===== src/rtl/pid_seq_pkg.sv =====
// Shared definitions for the PID move sequencer.
// Holds the position width, the sequencer state encoding and the
// wrap-aware position difference / magnitude helpers.
package pid_seq_pkg;

    localparam int POS_W = 18;

    typedef enum logic [1:0] {
        ST_IDLE   = 2'd0,
        ST_SLEW   = 2'd1,
        ST_SETTLE = 2'd2,
        ST_FAULT  = 2'd3
    } seq_state_t;

    // a - b taken as two's complement, i.e. the shortest path across wrap.
    function automatic logic signed [POS_W-1:0] pos_diff(
        input logic [POS_W-1:0] a,
        input logic [POS_W-1:0] b
    );
        return signed'(a - b);
    endfunction

    // Magnitude is one bit wider so the most negative difference maps to 2^(POS_W-1).
    function automatic logic [POS_W:0] pos_mag(input logic signed [POS_W-1:0] d);
        logic [POS_W:0] ext;
        ext = {d[POS_W-1], d};
        if (d[POS_W-1]) begin
            return (~ext) + {{POS_W{1'b0}}, 1'b1};
        end else begin
            return ext;
        end
    endfunction

    // Wrap-aware distance |a - b|.
    function automatic logic [POS_W:0] pos_dist(
        input logic [POS_W-1:0] a,
        input logic [POS_W-1:0] b
    );
        return pos_mag(pos_diff(a, b));
    endfunction

endpackage


===== src/rtl/pid_tick_gen.sv =====
// Control-tick generator for the PID position loop.
// The divider runs 0..TICK_DIV-1 continuously; Pid_Tick is a registered
// one-cycle strobe in the cycle after the divider reaches TICK_DIV-1.
// Ports:
//   Clock    - system clock
//   Reset    - asynchronous, active-high reset
//   Pid_Tick - one-cycle sample strobe
module pid_tick_gen #(
    parameter int TICK_DIV = 50000
) (
    input  logic Clock,
    input  logic Reset,
    output logic Pid_Tick
);

    localparam int CNT_W = (TICK_DIV > 1) ? $clog2(TICK_DIV) : 1;
    localparam logic [CNT_W-1:0] CNT_LAST = CNT_W'(TICK_DIV - 1);

    logic [CNT_W-1:0] cnt_r;
    logic             tick_r;

    // Free-running divider and registered tick strobe.
    always_ff @(posedge Clock or posedge Reset) begin
        if (Reset) begin
            cnt_r  <= {CNT_W{1'b0}};
            tick_r <= 1'b0;
        end else if (cnt_r == CNT_LAST) begin
            cnt_r  <= {CNT_W{1'b0}};
            tick_r <= 1'b1;
        end else begin
            cnt_r  <= cnt_r + CNT_W'(1);
            tick_r <= 1'b0;
        end
    end

    assign Pid_Tick = tick_r;

endmodule


===== src/rtl/pid_move_sequencer.sv =====
// Point-to-point move sequencer for the encoder-based PID position loop.
// Accepts targets over valid/ready, slews the PID setpoint at a bounded
// rate per control tick, waits for the encoder to settle inside a window,
// and drops the drive enable when the following error grows too large.
// Ports:
//   Clock, Reset         - system clock, asynchronous active-high reset
//   Cmd_Valid/Cmd_Pos    - move request and target position
//   Cmd_Ready            - request accepted when Cmd_Valid & Cmd_Ready
//   Abort                - stop move, hold present setpoint
//   Fault_Clr            - leave FAULT
//   EncCount             - encoder counter value
//   Setpoint             - PID Pos input
//   Pid_Tick             - one-cycle PID sample strobe
//   Drive_En             - motor drive enable
//   Busy/Done/Fault      - move status
module pid_move_sequencer
    import pid_seq_pkg::*;
#(
    parameter int               TICK_DIV     = 50000,
    parameter logic [POS_W-1:0] STEP_MAX     = 18'd64,
    parameter logic [POS_W-1:0] FERR_LIM     = 18'h01000,
    parameter logic [POS_W-1:0] WIN          = 18'd8,
    parameter int               SETTLE_TICKS = 16
) (
    input  logic             Clock,
    input  logic             Reset,
    input  logic             Cmd_Valid,
    input  logic [POS_W-1:0] Cmd_Pos,
    output logic             Cmd_Ready,
    input  logic             Abort,
    input  logic             Fault_Clr,
    input  logic [POS_W-1:0] EncCount,
    output logic [POS_W-1:0] Setpoint,
    output logic             Pid_Tick,
    output logic             Drive_En,
    output logic             Busy,
    output logic             Done,
    output logic             Fault
);

    localparam int SC_W = $clog2(SETTLE_TICKS + 1);
    localparam logic [SC_W-1:0] SC_DONE = SC_W'(SETTLE_TICKS);

    seq_state_t       state_r, state_s;
    logic [POS_W-1:0] setpoint_r, setpoint_s;
    logic [POS_W-1:0] target_r, target_s;
    logic             hold_r, hold_s;
    logic [SC_W-1:0]  settle_r, settle_s;
    logic             done_s;
    logic             cmd_ready_r, drive_en_r, busy_r, done_r, fault_r;

    logic             tick_s;
    logic signed [POS_W-1:0] slew_d_s;
    logic             ferr_s;
    logic             in_win_s;
    logic [SC_W-1:0]  settle_inc_s;

    pid_tick_gen #(
        .TICK_DIV (TICK_DIV)
    ) u_tick (
        .Clock    (Clock),
        .Reset    (Reset),
        .Pid_Tick (tick_s)
    );

    // Limit checks; following error uses the setpoint before this tick's update.
    always_comb begin
        slew_d_s     = pos_diff(target_r, setpoint_r);
        ferr_s       = (pos_dist(setpoint_r, EncCount) > {1'b0, FERR_LIM});
        in_win_s     = (pos_dist(target_r, EncCount) <= {1'b0, WIN});
        settle_inc_s = settle_r + SC_W'(1);
    end

    // Next-state logic; priority is fault > abort > step/settle.
    always_comb begin
        state_s    = state_r;
        setpoint_s = setpoint_r;
        target_s   = target_r;
        hold_s     = hold_r;
        settle_s   = settle_r;
        done_s     = 1'b0;
        case (state_r)
            ST_IDLE: begin
                if (Cmd_Valid && cmd_ready_r) begin
                    target_s = Cmd_Pos;
                    // Bumpless start: only re-seed from the encoder when not holding.
                    if (!hold_r) begin
                        setpoint_s = EncCount;
                    end else begin
                        setpoint_s = setpoint_r;
                    end
                    hold_s  = 1'b1;
                    state_s = ST_SLEW;
                end else begin
                    state_s = ST_IDLE;
                end
            end
            ST_SLEW: begin
                if (tick_s && ferr_s) begin
                    hold_s  = 1'b0;
                    state_s = ST_FAULT;
                end else if (Abort) begin
                    target_s = setpoint_r;
                    state_s  = ST_IDLE;
                end else if (tick_s) begin
                    if (pos_mag(slew_d_s) <= {1'b0, STEP_MAX}) begin
                        setpoint_s = target_r;
                        settle_s   = {SC_W{1'b0}};
                        state_s    = ST_SETTLE;
                    end else if (slew_d_s[POS_W-1]) begin
                        setpoint_s = setpoint_r - STEP_MAX;
                    end else begin
                        setpoint_s = setpoint_r + STEP_MAX;
                    end
                end else begin
                    state_s = ST_SLEW;
                end
            end
            ST_SETTLE: begin
                if (tick_s && ferr_s) begin
                    hold_s  = 1'b0;
                    state_s = ST_FAULT;
                end else if (Abort) begin
                    target_s = setpoint_r;
                    state_s  = ST_IDLE;
                end else if (tick_s) begin
                    if (in_win_s) begin
                        settle_s = settle_inc_s;
                        if (settle_inc_s == SC_DONE) begin
                            done_s  = 1'b1;
                            state_s = ST_IDLE;
                        end else begin
                            state_s = ST_SETTLE;
                        end
                    end else begin
                        settle_s = {SC_W{1'b0}};
                        state_s  = ST_SETTLE;
                    end
                end else begin
                    state_s = ST_SETTLE;
                end
            end
            ST_FAULT: begin
                hold_s = 1'b0;
                if (Fault_Clr) begin
                    state_s = ST_IDLE;
                end else begin
                    state_s = ST_FAULT;
                end
            end
            default: begin
                state_s = ST_IDLE;
            end
        endcase
    end

    // State, datapath and registered status outputs derived from the next state.
    always_ff @(posedge Clock or posedge Reset) begin
        if (Reset) begin
            state_r     <= ST_IDLE;
            setpoint_r  <= {POS_W{1'b0}};
            target_r    <= {POS_W{1'b0}};
            hold_r      <= 1'b0;
            settle_r    <= {SC_W{1'b0}};
            cmd_ready_r <= 1'b1;
            drive_en_r  <= 1'b0;
            busy_r      <= 1'b0;
            done_r      <= 1'b0;
            fault_r     <= 1'b0;
        end else begin
            state_r     <= state_s;
            setpoint_r  <= setpoint_s;
            target_r    <= target_s;
            hold_r      <= hold_s;
            settle_r    <= settle_s;
            cmd_ready_r <= (state_s == ST_IDLE);
            drive_en_r  <= (state_s != ST_FAULT) && hold_s;
            busy_r      <= (state_s == ST_SLEW) || (state_s == ST_SETTLE);
            done_r      <= done_s;
            fault_r     <= (state_s == ST_FAULT);
        end
    end

    assign Cmd_Ready = cmd_ready_r;
    assign Setpoint  = setpoint_r;
    assign Pid_Tick  = tick_s;
    assign Drive_En  = drive_en_r;
    assign Busy      = busy_r;
    assign Done      = done_r;
    assign Fault     = fault_r;

endmodule

===== config.mk =====
export PLATFORM = sky130hd
export DESIGN_NAME = pid_move_sequencer
export DESIGN_NICKNAME = d
export VERILOG_FILES = /design/src/rtl/pid_seq_pkg.sv /design/src/rtl/pid_tick_gen.sv /design/src/rtl/pid_move_sequencer.sv
export SDC_FILE = /design/constraint.sdc
export NUM_CORES = 1
export LEC_CHECK = 0
export BUFFER_PORTS_ARGS = -buffer_cell sky130_fd_sc_hd__buf_4
export CAP_MARGIN = 25
export CELL_PAD_IN_SITES_DETAIL_PLACEMENT = 1
export CELL_PAD_IN_SITES_GLOBAL_PLACEMENT = 1
export CORE_MARGIN = 2
export CORE_UTILIZATION = 47
export CTS_BUF_LIST = sky130_fd_sc_hd__clkbuf_4 sky130_fd_sc_hd__clkbuf_8 sky130_fd_sc_hd__clkbuf_16
export DETAILED_ROUTE_END_ITERATION = 8
export PLACE_DENSITY_LB_ADDON = 0.1
export RECOVER_POWER = 50
export SKIP_LAST_GASP = 1
export SYNTH_ARGS = -nofsm -noshare
export SYNTH_HDL_FRONTEND = slang
export SYNTH_SLANG_ARGS = --single-unit
export TNS_END_PERCENT = 20

===== constraint.sdc =====
create_clock -name Clock -period 5.45 [get_ports Clock]
set_input_delay 0.2725 -clock Clock [delete_from_list [all_inputs] [get_ports Clock]]
set_output_delay 0.2725 -clock Clock [all_outputs]
set_load 0.005 [all_outputs]

# Word-level counts from Yosys, hierarchy flattened
# Cells that the tools add are included.
[word_totals] ff_bits=66 word_cells=112 inputBits=41
[classes] add_sub_neg=10 n_lt_le_gt_ge=3 eq_ne=20 n_reduce_logical=13 bitwise=3 n_mux=51
[ops] operator="$mux W18" count=10
[ops] operator="$mux W19" count=7
[ops] operator="$pmux W18 S2" count=2
[ops] operator="$add A19 B1 Y19 const B" count=3
[ops] operator="$not A19 Y19" count=3
[ops] operator="$sub A18 B18 Y18" count=3
[ops] operator="$mux W5" count=8
[ops] operator="$mux W2" count=10
[ops] operator="$gt A19 B13 Y1 const B" count=1
[ops] operator="$le A19 B4 Y1 const B" count=1
[ops] operator="$le A19 B7 Y1 const B" count=1
[ops] operator="$add A18 B7 Y18 const B" count=1
[ops] operator="$ne A2 B2 Y1 const B" count=9
[ops] operator="$sub A18 B7 Y18 const B" count=1
[ops] operator="$add A16 B1 Y16 const B" count=1
[ops] operator="$eq A16 B16 Y1 const B" count=1
[ops] operator="$mux W16" count=1
[ops] operator="$mux W1" count=10
[ops] operator="$pmux W5 S2" count=1
[ops] operator="$eq A2 B2 Y1 const B" count=4
[ops] operator="$pmux W2 S4" count=1
[ops] operator="$reduce_and A8 Y1" count=1
[ops] operator="$ne A2 B1 Y1 const B" count=3
[ops] operator="$reduce_and A6 Y1" count=1
[ops] operator="other kinds (10)" count=16

# Logic depth before layout (Yosys ltp)
[logic_depth] ltp_word=16 mapped_depth=25 ltp_nobuf=22

# Modules after synthesis
# A second synthesis with hierarchy kept.
[unflattened] hier_cells=1035 hier_area_um2=8653.3
[modules_own_cells] module="pid_move_sequencer" n_inst=1 area_each_um2=7831.3 cells_per_inst=964
[modules_own_cells] module="pid_tick_gen" n_inst=1 area_each_um2=822.0 cells_per_inst=71

# Least setup slack after synthesis
# Ideal clock, no wire load.
[synth_timing] path_type="reg2reg" from="register setpoint_r[6], in the netlist Setpoint[6]" to="register setpoint_r[17], in the netlist Setpoint[17]" path_stages_with_launch=26 path_buffers=3 setup_ns=0.095 setup_slack_ns=0.613 arrival_ns=4.742 path_cell_list="dfrtp_1 > inv_1 > ha_1 > buf_2 > a21oi_1 > o21ai_0 > and3_1 > o41a_1 > and2_1 > clkbuf_1 > inv_1 > buf_2 > ha_1 > a21o_1 > a21o_1 > a21o_1 > a21o_1 > a21oi_1 > o21ai_0 > o21ai_0 > nand2b_1 > a21oi_1 > xor2_1 > o21a_1 > nor3_1 > o31ai_1"
[synth_via] elab_chain_len=14
[synth_rtl] element="start: declaration" line="pid_move_sequencer.sv:45" text="logic [POS_W-1:0] setpoint_r, setpoint_s;"
[synth_rtl] element="start signal: assignment" line="pid_move_sequencer.sv:161" text="setpoint_r <= {POS_W{1'b0}};"
[synth_rtl] element="start signal: assignment" line="pid_move_sequencer.sv:172" text="setpoint_r <= setpoint_s;"
[synth_rtl] element="$sub A18 B18 Y18" line="pid_seq_pkg.sv:20" text="return signed'(a - b);"
[synth_rtl] element="$not A19 Y19" line="pid_seq_pkg.sv:28" text="return (~ext) + {{POS_W{1'b0}}, 1'b1};"
[synth_rtl] element="$add A19 B1 Y19" line="pid_seq_pkg.sv:28"
[synth_rtl] element="$mux W19" line="pid_seq_pkg.sv:27" text="if (d[POS_W-1]) begin"
[synth_rtl] element="$mux W19" line="pid_move_sequencer.sv:105" text="end else if (tick_s) begin"
[synth_rtl] element="$mux W19" line="pid_move_sequencer.sv:102" text="end else if (Abort) begin"
[synth_rtl] element="$mux W19" line="pid_move_sequencer.sv:99" text="if (tick_s && ferr_s) begin"
[synth_rtl] element="$mux W19" line="pid_move_sequencer.sv:82" text="case (state_r)"
[synth_rtl] element="$le A19 B7 Y1" line="pid_move_sequencer.sv:106" text="if (pos_mag(slew_d_s) <= {1'b0, STEP_MAX}) begin"
[synth_rtl] element="$mux W18" line="pid_move_sequencer.sv:106"
[synth_rtl] element="$mux W18" line="pid_move_sequencer.sv:105"
[synth_rtl] element="$mux W18" line="pid_move_sequencer.sv:102"
[synth_rtl] element="$mux W18" line="pid_move_sequencer.sv:99"
[synth_rtl] element="$pmux W18 S2" line="pid_move_sequencer.sv:82"
# Parallel ways exist; a longest one is shown, timed or not. The select of a mux whose other input is x is not followed.
# A chain may end at the register's enable or synchronous reset.

# Worst setup path in the final report
[layout_timing] from="register setpoint_r[0], in the netlist Setpoint[0]" to="register drive_en_r, in the netlist Drive_En"
[layout_via] elab_chain_len=16
[layout_rtl] element="$sub A18 B18 Y18" line="pid_seq_pkg.sv:20"
[layout_rtl] element="$not A19 Y19" line="pid_seq_pkg.sv:28"
[layout_rtl] element="$add A19 B1 Y19" line="pid_seq_pkg.sv:28"
[layout_rtl] element="$mux W19" line="pid_seq_pkg.sv:27"
[layout_rtl] element="$mux W19" line="pid_move_sequencer.sv:105"
[layout_rtl] element="$mux W19" line="pid_move_sequencer.sv:102"
[layout_rtl] element="$mux W19" line="pid_move_sequencer.sv:99"
[layout_rtl] element="$mux W19" line="pid_move_sequencer.sv:82"
[layout_rtl] element="$le A19 B7 Y1" line="pid_move_sequencer.sv:106"
[layout_rtl] element="$mux W2" line="pid_move_sequencer.sv:106"
[layout_rtl] element="$mux W2" line="pid_move_sequencer.sv:105"
[layout_rtl] element="$mux W2" line="pid_move_sequencer.sv:102"
[layout_rtl] element="$mux W2" line="pid_move_sequencer.sv:99"
[layout_rtl] element="$pmux W2 S4 (*)" line="pid_move_sequencer.sv:82"
[layout_rtl] element="net state_s[0]" line="pid_move_sequencer.sv:44" text="seq_state_t state_r, state_s;"
[layout_rtl] element="$ne A2 B2 Y1 (*)" line="pid_move_sequencer.sv:177" text="drive_en_r <= (state_s != ST_FAULT) && hold_s;"
[layout_rtl] element="$logic_and A1 B1 Y1 (*)" line="pid_move_sequencer.sv:177"
[layout_rtl] element="end signal: assignment" line="pid_move_sequencer.sv:177"
[layout_rtl] element="end: declaration" line="pid_move_sequencer.sv:50" text="logic cmd_ready_r, drive_en_r, busy_r, done_r, fault_r;"
# The timed path passes the listed nets; every way through them passes the cells marked *. The select of a mux whose other input is x is not followed.

==> run_results.csv <==
group,metric,value,unit
die,die_area,0.0184,mm2
sta,finalClockSkew,0.0101,ns
drt,routedWlPerCell,20.9,um
final_layout,num-fill-cells,2178,
run,drv_cap,1,
clock_tree,clkSinkCount,66,
clock_tree,clockBufferDepth,2,
grt,grt_util_all_layers,30.6,%
drt,drtIter0Drc,424,
critical_path,start_kind,"flip-flop",
critical_path,required,5.73,ns
critical_path,crit_fanout,5,
grt,antenna_found_initial,0,
status,violations,"max-capacitance violations, max-slew violations",
grt,grt_pass1_wl,45.0,mm
final_layout,drive_above_1_share,12.8,%
die,coreArea,0.0171,mm2
clock_tree,root_buffer,"clkbuf_16",
die,die_h,136,um
yosys,synth_fp_nets,1155,
sta,slew_headroom,-154,%
sta,post-route-period-util,93.5,%
critical_path,critical_path_class,"reg2reg",
yosys,yosysSeqAreaShare,20.3,%
status,outcome,"finished, violations left",
yosys,syn_inst,1039,
clock_tree,clk_pin_slew,0.06,ns
sta,finalSetupViolations,0,
yosys,synth-seq-cells,66,
critical_path,cp.arrival,5.37,ns
grt,grt_util_met1,39.6,%
drt,route.antenna.remaining_nets,0,
yosys,ys.flop_type,"dfrtp_1",
grt,met3_usage,4.19,%
grt,busiest_layer,"met2",
drt,dr.pass1.iters,5,
clock_tree,numCtsBuffers,9,
grt,grt_max_degree,67,
final_layout,syn2layout_area_growth,14.3,%
sta,tightest_slew,3.81,ns
drt,vias_per_cell,6.29,
clock_tree,h-tree-depth,3,
sta,rsz0062_at_grt,"true",
sta,slew_violations,67,
drt,routed-via-count,8378,
drt,drc,0,
place,routabilityCongestion,0.927,
yosys,synth_area,0.00814,mm2
yosys,synthArstFlopShare,100,%
sta,hold_violations,0,
yosys,synth_cell_types,87,
min_path,min_path_type,"in2reg",
yosys,synth_edf_count,0,
grt,use_met2,52.9,%
die,fp-row-count,48,
final_layout,final_nets,1219,
sta,fmax,0.196,GHz
final_layout,num_antenna_cells,0,
die,die_w,136,um
grt,grt_overflow,0,
die,io_pins,65,
grt,grt_pass1_vias,8589,
place,port_buffers,64,
clock_tree,cts_tree,"done",
place,post-dp-hpwl,22.1,mm
yosys,syn_area_per_cell,7.83,um2
critical_path,cp-end-kind,"flip-flop",
sta,min_period,5.10,ns
final_layout,final_util,54.3,%
yosys,ys_warn_count,0,
clock_tree,clk_latency,0.35,ns
die,start_util,47.6,%
drt,routed_wl,27.9,mm
[placed cells by master, fill, tap and decap left out, drive strengths merged, types with 6 or more instances in the layout]
cell and n:
and2 15, o211a 8, o21a 10, buf 86, xor2 30, a211o 15, o2111ai 9, o21ai 58
a21o 23, nand2b 11, o22a 12, a31oi 18, mux2i 16, dfrtp 65, and3 15, nor2b 11
nand3 24, or3 11, o21bai 6, or2 7, nand4 16, o211ai 9, nor4 8, nand2 72
a21oi 71, ha 71, nor2 95, a211oi 15, and4 6, o31ai 8, xnor2 43, nor3 27
inv 65, a2111oi 6, clkbuf 19, o22ai 28
[timing repair]
item	in CTS	in global routing
resized for setup	0	6
hold buffers	0	0
setup buffers	0	2
endpoints found under the setup margin	0	37
[layout make-up]
cell class,instances,area [um2],area share [%]
clock inverter,7,100,1.08
clock buffer,9,225,2.42
inverter,63,236,2.54
tap,225,282,3.03
sequential,66,1650,17.8
timing repair buffer,96,703,7.56
multi-input combinational,867,6100,65.6
[layer usage]
metal | share of wire (%) | vias up | wire, um
met3 | 3.1 | 52 | 873
met5 | 0 | - | 0
li1 | - | 4028 | -
met2 | 49 | 141 | 13600
met4 | 2.8 | 0 | 792
met1 | 45 | 4157 | 12700
[state kept, by name (all words and copies together), names as in the netlist]
signal           flops
hold_r               1
state_r              2
Busy                 1
u_tick.Pid_Tick      1
target_r            18
settle_r             5
Cmd_Ready            1
u_tick.cnt_r        16
Done                 1
Setpoint            18
Fault                1
Drive_En             1
[kinds of logic after synthesis]
family | Yosys count | synth area share, %
DFF | 66 | 20.3
buffers and inverters | 106 | 5.04
and+or+nand+nor | 346 | 21.8
adders and majority gates | 75 | 11.9
xor gates and xnor gates | 73 | 7.86
AOI/OAI and AO/OA | 352 | 30.5
muxes | 21 | 2.66
[worst max-delay path: stages (launching register included)]
cell and delay (ns):
dfrtp_1 0.44, inv_1 0.09, ha_1 0.16, inv_1 0.05, fa_1 0.44, a211oi_2 0.26
o21ai_1 0.21, a31oi_1 0.25, xnor2_1 0.19, nor4_2 0.35, o211ai_1 0.21, or4_1 0.55
a211oi_1 0.26, o22ai_1 0.14, o21ai_1 0.40, buf_4 0.21, o21bai_1 0.12, nand2_1 0.10
o31a_1 0.26, ha_1 0.22, nor2b_1 0.11
[worst paths after layout]
path | startpoint | endpoint | slack (ns) | cells after the start
max | Setpoint[0] | Drive_En | 0.35 | 20
min | Abort | Done | 0.18 | 2
max reg2reg | Setpoint[0] | Drive_En | 0.35 | 20
min reg2reg | u_tick.cnt_r[0] | u_tick.cnt_r[0] | 0.49 | 1
max in group asynchronous | Reset | Setpoint[8] | 1.90 | 3
min in group asynchronous | Reset | Setpoint[16] | 1.42 | 3
[Yosys cell counts (5+ instances only)]
cell        n  area share (%)
and4_1      6            0.65
o21ai_0    48             3.0
a211o_1    15             1.6
or3_1      11            0.85
nand3_1    24             1.5
a21oi_1    69             4.2
nor2b_1    11            0.85
a21o_1     23             2.1
nand2b_1   11            0.85
and3_1     15             1.2
a2bb2oi_1   5            0.54
inv_1      63             2.9
a22o_1      5            0.54
mux2_2      5            0.69
a31oi_1    18             1.4
mux2i_1    16             2.0
nor3b_1     5            0.46
o2111ai_1   9            0.97
o31ai_1     7            0.65
dfrtp_1    65              20
buf_2      10            0.61
o21a_1     10            0.92
nand4_1    16             1.2
o22ai_1    28             2.2
nor3_1     27             1.7
o21bai_1    6            0.55
nor2_1     95             4.4
a211oi_1   12             1.1
xor2_1     30             3.2
o211a_1     8            0.98
clkbuf_1   33             1.5
ha_1       71              11
nand2_1    72             3.3
o21ai_1     9            0.55
xnor2_1    43             4.6
a2111oi_0   6            0.65
o211ai_1    8            0.74
or2_2       6            0.46
nor4_1      7            0.54
and2_1     14             1.1
o22a_1     12             1.3
[metrics by stage]
stage / setup TNS (ns) / std cells / hold WS [ns] / worst slack [ns] / instance area (um2)
final: 0 / 1333 / 0.176 / 0.354 / 9300
after global placement: 0 / 1314 / 0.478 / 0.248 / 8940
after global routing: -0.00645 / 1333 / 0.171 / -0.00645 / 9300
after CTS: 0 / 1331 / 0.164 / 0.155 / 9280
after detailed placement: 0 / 1315 / 0.481 / 0.216 / 8950
after floorplan: 0 / 1039 / 0.342 / 0.613 / 8140
Power is left out: the tool's default activity adds up to more than one toggle a clock period on the data nets, which glitch-free logic cannot reach.
